==> config.mk <==
export PLATFORM = sky130hd
export DESIGN_NAME = ppm_frame_scheduler
export DESIGN_NICKNAME = d
export VERILOG_FILES = /design/src/rtl/ppm_frame_scheduler.sv
export SDC_FILE = /design/constraint.sdc
export NUM_CORES = 1
export LEC_CHECK = 0
export CELL_PAD_IN_SITES_DETAIL_PLACEMENT = 1
export CELL_PAD_IN_SITES_GLOBAL_PLACEMENT = 1
export CORE_MARGIN = 4
export CORE_UTILIZATION = 45
export DETAILED_ROUTE_END_ITERATION = 8
export GPL_ROUTABILITY_DRIVEN = 0
export GPL_TIMING_DRIVEN = 0
export PLACE_DENSITY = 0.85
export SLEW_MARGIN = 30
export SYNTH_ARGS = -nofsm -noshare
export SYNTH_HDL_FRONTEND = slang
export SYNTH_SLANG_ARGS = --single-unit
export TNS_END_PERCENT = 30
==> constraint.sdc <==
create_clock -name clk -period 2.4 [get_ports clk]
set_clock_uncertainty 0.2 [all_clocks]
set_input_delay 0.36 -clock clk [delete_from_list [all_inputs] [get_ports clk]]
set_output_delay 0.36 -clock clk [all_outputs]
set_load 0.01 [all_outputs]
==> src/rtl/ppm_frame_scheduler.sv <==
// ppm_frame_scheduler: buffers one payload frame and sequences SOF/DATA/EOF/GAP for the PPM transmitter (optional abort via PPM_FRAME_SCHEDULER_ABORT_EN)
module ppm_frame_scheduler #(
    parameter int DEPTH      = 16,
    parameter int GAP_CYCLES = 64
) (
    input  logic       clk,
    input  logic       rst,
    input  logic [7:0] in_data,
    input  logic       in_valid,
    input  logic       in_last,
`ifdef PPM_FRAME_SCHEDULER_ABORT_EN
    input  logic       abort,
`endif
    output logic       in_ready,
    output logic [1:0] order,
    output logic [9:0] sym_cnt,
    output logic [1:0] bit_cnt,
    output logic [7:0] tx_byte,
    output logic       busy,
    output logic       frame_done
);
    localparam int AW = $clog2(DEPTH);
    localparam logic [9:0] GAP_LAST = 10'(GAP_CYCLES > 0 ? GAP_CYCLES - 1 : 0);
    typedef enum logic [2:0] {IDLE, SOF, DATA, EOF, GAP} state_t;
    state_t      state, state_nxt;
    logic [9:0]  sym_cnt_nxt;
    logic [1:0]  bit_cnt_nxt;
    logic [7:0]  tx_byte_nxt;
    logic [AW:0] wr_count, wr_count_nxt;
    logic [AW-1:0] rd_ptr, rd_ptr_nxt;
    logic [7:0]  mem [DEPTH];
    logic        accept, abort_i, last_byte;
`ifdef PPM_FRAME_SCHEDULER_ABORT_EN
    assign abort_i = abort;
`else
    assign abort_i = 1'b0;
`endif
    assign in_ready   = state == IDLE && wr_count < (AW+1)'(DEPTH);
    assign accept     = in_valid && in_ready;
    assign busy       = state != IDLE;
    assign order      = state == SOF ? 2'b01 : state == DATA ? 2'b10 : state == EOF ? 2'b11 : 2'b00;
    assign last_byte  = {1'b0, rd_ptr} == wr_count - (AW+1)'(1);
    assign frame_done = GAP_CYCLES == 0 ? (state == EOF && sym_cnt == 10'd63)
                                        : (state == GAP && sym_cnt == GAP_LAST);
    // Payload buffer; discarding a frame only needs wr_count cleared, so no reset here
    always_ff @(posedge clk) begin
        if (accept && !abort_i) mem[wr_count[AW-1:0]] <= in_data;
    end
    // Next-state and next-counter logic; abort overrides SOF/DATA progress
    always_comb begin
        state_nxt    = state;
        sym_cnt_nxt  = sym_cnt + 10'd1;
        bit_cnt_nxt  = bit_cnt;
        tx_byte_nxt  = tx_byte;
        wr_count_nxt = wr_count;
        rd_ptr_nxt   = rd_ptr;
        case (state)
            IDLE: begin
                sym_cnt_nxt = '0;
                if (abort_i) wr_count_nxt = '0;
                else if (accept) begin
                    wr_count_nxt = wr_count + (AW+1)'(1);
                    if (in_last || wr_count == (AW+1)'(DEPTH - 1)) state_nxt = SOF;
                end
            end
            SOF: if (sym_cnt == 10'd127) begin
                state_nxt   = DATA;
                sym_cnt_nxt = '0;
                bit_cnt_nxt = '0;
                rd_ptr_nxt  = '0;
                tx_byte_nxt = mem[0];
            end
            DATA: if (sym_cnt == 10'd127) begin
                sym_cnt_nxt = '0;
                bit_cnt_nxt = bit_cnt + 2'd1;
                if (bit_cnt == 2'd3) begin
                    rd_ptr_nxt  = rd_ptr + AW'(1);
                    tx_byte_nxt = mem[rd_ptr + AW'(1)];
                    if (last_byte) state_nxt = EOF;
                end
            end
            EOF: if (sym_cnt == 10'd63) begin
                sym_cnt_nxt = '0;
                state_nxt   = GAP_CYCLES == 0 ? IDLE : GAP;
                if (GAP_CYCLES == 0) begin
                    wr_count_nxt = '0;
                    rd_ptr_nxt   = '0;
                end
            end
            GAP: if (sym_cnt == GAP_LAST) begin
                state_nxt    = IDLE;
                sym_cnt_nxt  = '0;
                wr_count_nxt = '0;
                rd_ptr_nxt   = '0;
            end
            default: state_nxt = IDLE;
        endcase
        if (abort_i && (state == SOF || state == DATA)) begin
            state_nxt   = EOF;
            sym_cnt_nxt = '0;
            bit_cnt_nxt = '0;
        end
    end
    // State and counter registers with asynchronous active-low clear
    always_ff @(posedge clk or negedge rst) begin
        if (!rst) begin
            state    <= IDLE;
            sym_cnt  <= '0;
            bit_cnt  <= '0;
            tx_byte  <= '0;
            wr_count <= '0;
            rd_ptr   <= '0;
        end else begin
            state    <= state_nxt;
            sym_cnt  <= sym_cnt_nxt;
            bit_cnt  <= bit_cnt_nxt;
            tx_byte  <= tx_byte_nxt;
            wr_count <= wr_count_nxt;
            rd_ptr   <= rd_ptr_nxt;
        end
    end
endmodule

Word level (Yosys, flattened, before mapping)
Memories as Yosys holds them, arrays and structs flattened.
Index checks and enable logic that the tools add are counted.
{"block": "op_classes", "addsub": 5, "magnitude_cmp": 1, "n_eq_ne": 17, "n_mux": 32, "reduce_logical": 16}
{"op": "case mux 10 bit (3 select lines)", "n": 1}
{"op": "2-to-1 mux 3 bit", "n": 8}
{"op": "2-to-1 mux 8 bit", "n": 3}
{"op": "2-to-1 mux 10 bit", "n": 2}
{"op": "2-to-1 mux 4 bit", "n": 4}
{"op": "case mux 8 bit (2 select lines)", "n": 1}
{"op": "case mux 3 bit (5 select lines)", "n": 1}
{"op": "case mux 4 bit (3 select lines)", "n": 1}
{"op": "adder 10 x 1 -> 10 bit (second input constant)", "n": 1}
{"op": "== test 10 x 6 -> 1 bit (second input constant)", "n": 1}
{"op": "== test 10 x 7 -> 1 bit (second input constant)", "n": 1}
{"op": "2-to-1 mux 2 bit", "n": 5}
{"op": "2-to-1 mux 5 bit", "n": 2}
{"op": "!= test 2 x 1 -> 1 bit (second input constant)", "n": 5}
{"op": "case mux 5 bit (2 select lines)", "n": 1}
{"op": "AND reduction 8 bit", "n": 1}
{"op": "== test 3 x 2 -> 1 bit (second input constant)", "n": 2}
{"op": "!= test 2 bit (second input constant)", "n": 3}
{"op": "AND reduction 3 bit", "n": 2}
{"op": "nonzero test 3 bit", "n": 2}
{"op": "adder 5 x 1 -> 5 bit (second input constant)", "n": 1}
{"op": "== test 4 x 5 -> 1 bit", "n": 1}
{"op": "== test 5 x 4 -> 1 bit (second input constant)", "n": 1}
{"op": "< comparator 5 bit (second input constant)", "n": 1}
{"op": "other kinds (15)", "n": 20}
{"block": "totals", "reg_bits": 32, "ramBits": 128, "inputBits": 12, "out_inout_bits": 25, "word_cells": 78, "memories": 1}
{"name": "mem", "words": 16, "width": 8, "read_ports": 2, "rd_ports_with_merged_regs": 0, "write_ports": 1, "line": "31", "rtl": "logic [7:0] mem [DEPTH];"}

Longest topological paths before layout
{"block": "depth", "word_depth": 6, "mapped_depth": 8, "mapped_depth_nobuf": 8}

Worst setup path before layout
No wires, ideal clock.
{"block": "synth_timing", "path_kind": "flip-flop to flip-flop", "startpoint": "reg state[2]", "endpoint": "mem mem[0][0], enable pin", "setup_ps": 370, "t_arrival_ps": 1860, "t_required_ps": 1830, "path_slack_ps": -30, "path_stages_with_launch": 7, "n_path_buf": 2, "synth_period_minus_slack_ps": 2430, "path_cell_list": "dfrtp_1 > clkbuf_1 > or3_1 > clkbuf_1 > nor2_1 > nand2_1 > nor2_1"}
{"block": "synth_between", "elab_chain_cells": 5}
{"element": "start, declared", "line": "25", "rtl": "state_t state, state_nxt;"}
{"element": "start signal, assigned", "line": "114", "rtl": "state <= state_nxt;"}
{"element": "logical NOT 3 bit", "line": "38", "rtl": "assign in_ready = state == IDLE && wr_count < (AW+1)'(DEPTH);"}
{"element": "logical AND 1 bit", "line": "38"}
{"element": "logical AND 1 bit", "line": "39", "rtl": "assign accept = in_valid && in_ready;"}
{"element": "2-to-1 mux 1 bit", "line": "47", "rtl": "if (accept && !abort_i) mem[wr_count[AW-1:0]] <= in_data;"}
{"element": "2-to-1 mux 1 bit (not written as such)", "line": "47"}
{"element": "end, declared", "line": "31"}
Every way passes these cells.

Worst setup path after layout
{"block": "layout_timing", "startpoint": "reg sym_cnt[0]", "endpoint": "reg tx_byte[1]"}
{"block": "layout_between", "elab_chain_cells": 3, "word_cells_on_any_way": 4, "classes_between": "eq/ne: 3; reduce/logical: 1"}
{"element": "start, declared", "line": "16", "rtl": "output logic [9:0] sym_cnt,"}
{"element": "start signal, assigned", "line": "115", "rtl": "sym_cnt <= sym_cnt_nxt;"}
{"element": "== test 10 x 7 -> 1 bit *", "line": "66, 73"}
{"element": "!= test 2 x 1 -> 1 bit (no source line)"}
{"element": "AND reduction 4 bit (no source line) *"}
{"element": "end signal, assigned", "line": "117", "rtl": "tx_byte <= tx_byte_nxt;"}
{"element": "end, declared", "line": "18", "rtl": "output logic [7:0] tx_byte,"}
Every way passes the cells marked *; elsewhere a longest branch is shown, timed or not.
A chain may end at the register's enable or synchronous reset.

==> results by group <==
Outcome
  – Outcome: finished, violations left
  – Violated checks: setup timing

Layout
  – Commonest non-fill, non-tap cell in the layout: sky130_fd_sc_hd__edfxtp_1
  – Final Non-Filler Cells: between 700 and 800
  – Area occupied by multi-input gates: 2380 µm²
  – Core occupancy in the finished layout: 0.592
  – Most frequent cells in the layout: sky130_fd_sc_hd__edfxtp_1, sky130_fd_sc_hd__mux4_2, sky130_fd_sc_hd__clkdlybuf4s50_1
  – Post-layout net count: between 500 and 600
  – Combined flip-flop and latch cell area: ~4700 µm²
  – Fillers: approximately 1.3k
  – Layout cell share with drive strength beyond 1: 0.331
  – Area growth from synthesis to layout: 27.1%
  – Antenna diode count: 0

Drt
  – Wirelength per Cell: ~25 µm
  – Antenna Nets Post-Route: 0
  – Drt via density: just under 6
  – Count of unresolved DRC violations after routing: 0
  – Final WL: between 15 and 20 mm
  – Initial drt markers: between 300 and 400
  – 1st-pass router iterations: 5
  – Total via count in the routed design: around 4.2k

Worst setup path
  – Data required, critical path: 2.53 ns
  – Critical path's largest stage delay: 0.52 ns
  – Sequence of cells on the critical path: ha_4 > nand2_2 > or4_4 > buf_8 > a211oi_4 > buf_6 > buf_6 > nor2_2 > a31oi_1
  – Kind of cell adding the most delay to the critical path: simple AND/OR/NAND/NOR gates
  – Type of element launching the critical path: register
  – Setup slack of the worst register-to-register path: -0.05 ns
  – Cell occurring most often along the worst timing path: sky130_fd_sc_hd__buf_6
  – Endpoint type of the worst setup path: register
  – Capturing point of the worst reg2reg path: tx_byte[1]
  – Setup Crit Path Kind: reg -> reg
  – Cell with the largest stage delay on the worst path: sky130_fd_sc_hd__or4_4
  – Buffers and inverters on the worst path: 3
  – Largest fanout on the critical path: 8
  – FF-to-FF path depth: 9
  – FF-to-FF Start: sym_cnt[0]
  – Arr. time, crit path: ~2.6 ns

Clock tree
  – Number of clock sinks: between 150 and 200
  – TritonCTS clock tree: done
  – Maximum level of the CTS H-tree: 4
  – CTS root buffer: sky130_fd_sc_hd__clkbuf_16
  – Clk_lat worst skew: between 0.4 and 0.5 ns
  – Clock buffers created by TritonCTS: 17
  – Clock transition at the register clock pins on the worst setup and hold paths after CTS: around 0.07 ns
  – Clk buf depth: 2

Flow run
  – Max cap viols: 0

Synthesis
  – Number of synthesized flops with an enable pin: about 130
  – Syn Std Cell Area: approximately 7000 µm²
  – Simple-Gate Fraction of Synth Area: 0.0822
  – Multiplexer share of the synthesized area: 0.135
  – Number of register bits inferred by synthesis: 160
  – Post-synthesis share of cell area spent on xor and xnor gates: 0.0226
  – Sequential area share after synthesis: 0.678
  – Avg Inst Size Synth: roughly 16 µm²
  – Count of mapped cells out of synthesis: between 400 and 500
  – FFs w/ async S/R, synth: 0.200
  – Post-synthesis net count: between 400 and 500
  – Distinct cell type count of the synthesized netlist: 48
  – Dominant combinational cell family by area after synthesis: multiplexers
  – Yosys warning count: 0
  – Adder-cell share of the synthesized area: 0.0146
  – Most frequently used flop master after synthesis: sky130_fd_sc_hd__edfxtp_1
  – Post-synthesis compound-gate area fraction: 0.0506

STA
  – Final Cycle Share: 1.02
  – Minimum clock period after layout: about 2.5 ns
  – Fmax: between 0.4 and 0.5 GHz
  – Final count of pins violating max slew: 0
  – Slew at the pin closest to its max-slew limit: 0.683 ns
  – Final worst slack: -0.0549 ns
  – Hold slack: approximately 0.11 ns
  – Worst-case headroom to the max-slew limit: 0.544
  – Final setup vio count: 4
  – Count of final hold-check violations: 0
  – Setup repair after global routing missed its margin: true

Floorplan
  – Die Area: 17300 µm²
  – Chip width: ~130 µm
  – Initial Util: 0.466
  – Count of boundary I/O pins: 37
  – CORE AREA: about 15000 µm²
  – Vertical extent of the die: 131 µm
  – Row cnt: between 40 and 50

Power
  – Sequential power share: 0.454
  – Total Power Consumption: between 7 and 8 mW
  – Clock share of power: 0.372
  – Total net switching power: 2.12 mW
  – Worst IR Drop VDD: ~0.00067 V
  – Combinational share of power: 0.174
  – Internal power contribution: between 5 and 6 mW
  – Power Dens Cells: between 800 and 900 nW/µm²
  – Switching Share: 0.287
  – Lkg Pwr: 2.97 nW

Global route
  – Number of global-route vias before repair: approximately 4.5k
  – Number of antenna violations at the first check in global routing: 0
  – GRT Total Usage: 0.208
  – Global-route wire length before repair: 27.3 mm
  – Largest net degree at the start of global routing: 28
  – Grt ovf: 0

Hold path
  – Hold Path Class: in -> async

Placement
  – Dpl hpwl: between 10 and 15 mm
  – Total of buffers placed on input and output ports: 36
  – Cell count after placement: 651
power by group through the flow:
stage	Clock [mW]	Sequential [mW]	Combinational [mW]
2_1_floorplan	0	3.36	0.645
3_3_place_gp	0	3.39	0.964
3_5_place_dp	0	3.41	1.01
4_1_cts	2.79	3.36	1.21
5_1_grt	2.94	3.38	1.39
6_report	2.75	3.36	1.29
worst max-delay path by stage:
stage	from	to	slack, ns	cells after the start
floorplan	state[2]	mem[0][0]	-0.03	6
global placement	state[2]	mem[11][4]	-0.58	6
detailed placement	state[2]	mem[14][4]	-0.70	6
CTS	sym_cnt[7]	frame_done	-0.03	4
global route	sym_cnt[0]	tx_byte[1]	-0.16	9
finish	sym_cnt[0]	tx_byte[1]	-0.05	9
kinds of logic (layout without fill, tap and decap cells):
family,after synthesis,in the layout
xor+xnor,16,16
mux,51,51
fa+ha+maj,8,8
simple gates,120,120
compound gates,47,47
flops,160,160
buf+inv,28,123
cells in the mapped netlist, types with 2 or more instances:
cell,instances,share of area
sky130_fd_sc_hd__edfxtp_1,128,0.56
sky130_fd_sc_hd__or2_2,3,0.0027
sky130_fd_sc_hd__xnor2_1,9,0.012
sky130_fd_sc_hd__o211ai_1,8,0.0088
sky130_fd_sc_hd__dfrtp_1,32,0.12
sky130_fd_sc_hd__a31oi_1,7,0.0064
sky130_fd_sc_hd__nor3_1,8,0.0058
sky130_fd_sc_hd__and3_1,4,0.0037
sky130_fd_sc_hd__mux2_2,9,0.015
sky130_fd_sc_hd__nor2b_1,3,0.0027
sky130_fd_sc_hd__nor2_1,42,0.023
sky130_fd_sc_hd__mux2i_1,10,0.015
sky130_fd_sc_hd__clkbuf_1,15,0.0082
sky130_fd_sc_hd__mux4_2,32,0.11
sky130_fd_sc_hd__a22o_1,4,0.0051
sky130_fd_sc_hd__xor2_1,6,0.0077
sky130_fd_sc_hd__nand3_1,7,0.0051
sky130_fd_sc_hd__or3_1,3,0.0027
sky130_fd_sc_hd__nor4_1,3,0.0027
sky130_fd_sc_hd__nand3b_1,2,0.0022
sky130_fd_sc_hd__a21oi_1,4,0.0029
sky130_fd_sc_hd__inv_1,6,0.0033
sky130_fd_sc_hd__nand2b_1,7,0.0064
sky130_fd_sc_hd__ha_1,8,0.015
sky130_fd_sc_hd__nand2_1,32,0.018
sky130_fd_sc_hd__buf_2,5,0.0037
sky130_fd_sc_hd__o21ai_0,9,0.0066
sky130_fd_sc_hd__a21o_1,2,0.0022
sky130_fd_sc_hd__a31oi_2,2,0.0037
sky130_fd_sc_hd__o41ai_1,2,0.0026
flip-flops by register name, indices dropped and copies added (netlist names):
name and count:
mem 128, sym_cnt 10, tx_byte 8, wr_count 5, rd_ptr 4, state 3, bit_cnt 2
timing repair:
item / in CTS / in global routing
hold endpoints to repair: 32 / 0
gates cloned: 0 / 1
pin swaps: 7 / 4
resized for setup: 90 / 30
buffers inserted: 13 / 14
endpoints found under the setup margin: 158 / 144
hold buffers: 1 / 0
area by class of cell:
cell class / instances / area share
timing repair buffer: 66 / 0.0729
clock inverter: 15 / 0.0203
tap: 184 / 0.0264
clock buffer: 17 / 0.0489
multi-input combinational: 242 / 0.274
inverter: 6 / 0.00259
sequential: 160 / 0.534
buffer: 19 / 0.0210
through the flow:
step                instance area (µm²)  setup WS, ns  TNS [ns]
floorplan                          6850       -0.0301     -3.17
global placement                   7440        -0.584    -76.02
detailed placement                 7460        -0.695    -89.54
CTS                                8480       -0.0306   -0.0326
global route                       8710        -0.163     -1.10
finish                             8710       -0.0549    -0.112
worst reg2reg max path: stages (launching register included):
cell and delay (ns):
sky130_fd_sc_hd__dfrtp_2 0.42, sky130_fd_sc_hd__ha_4 0.18, sky130_fd_sc_hd__nand2_2 0.14, sky130_fd_sc_hd__or4_4 0.53, sky130_fd_sc_hd__buf_8 0.16, sky130_fd_sc_hd__a211oi_4 0.22, sky130_fd_sc_hd__buf_6 0.19, sky130_fd_sc_hd__buf_6 0.13
sky130_fd_sc_hd__nor2_2 0.04, sky130_fd_sc_hd__a31oi_1 0.17
routing by layer:
| layer | wire [µm] | GRT usage |
|---|---|---|
| met5 | 0 | 0 |
| met1 | 7610 | 0.277 |
| met4 | 338 | 0.0683 |
| met2 | 9230 | 0.347 |
| met3 | 815 | 0.0424 |
(Power assumes the default switching activity.)
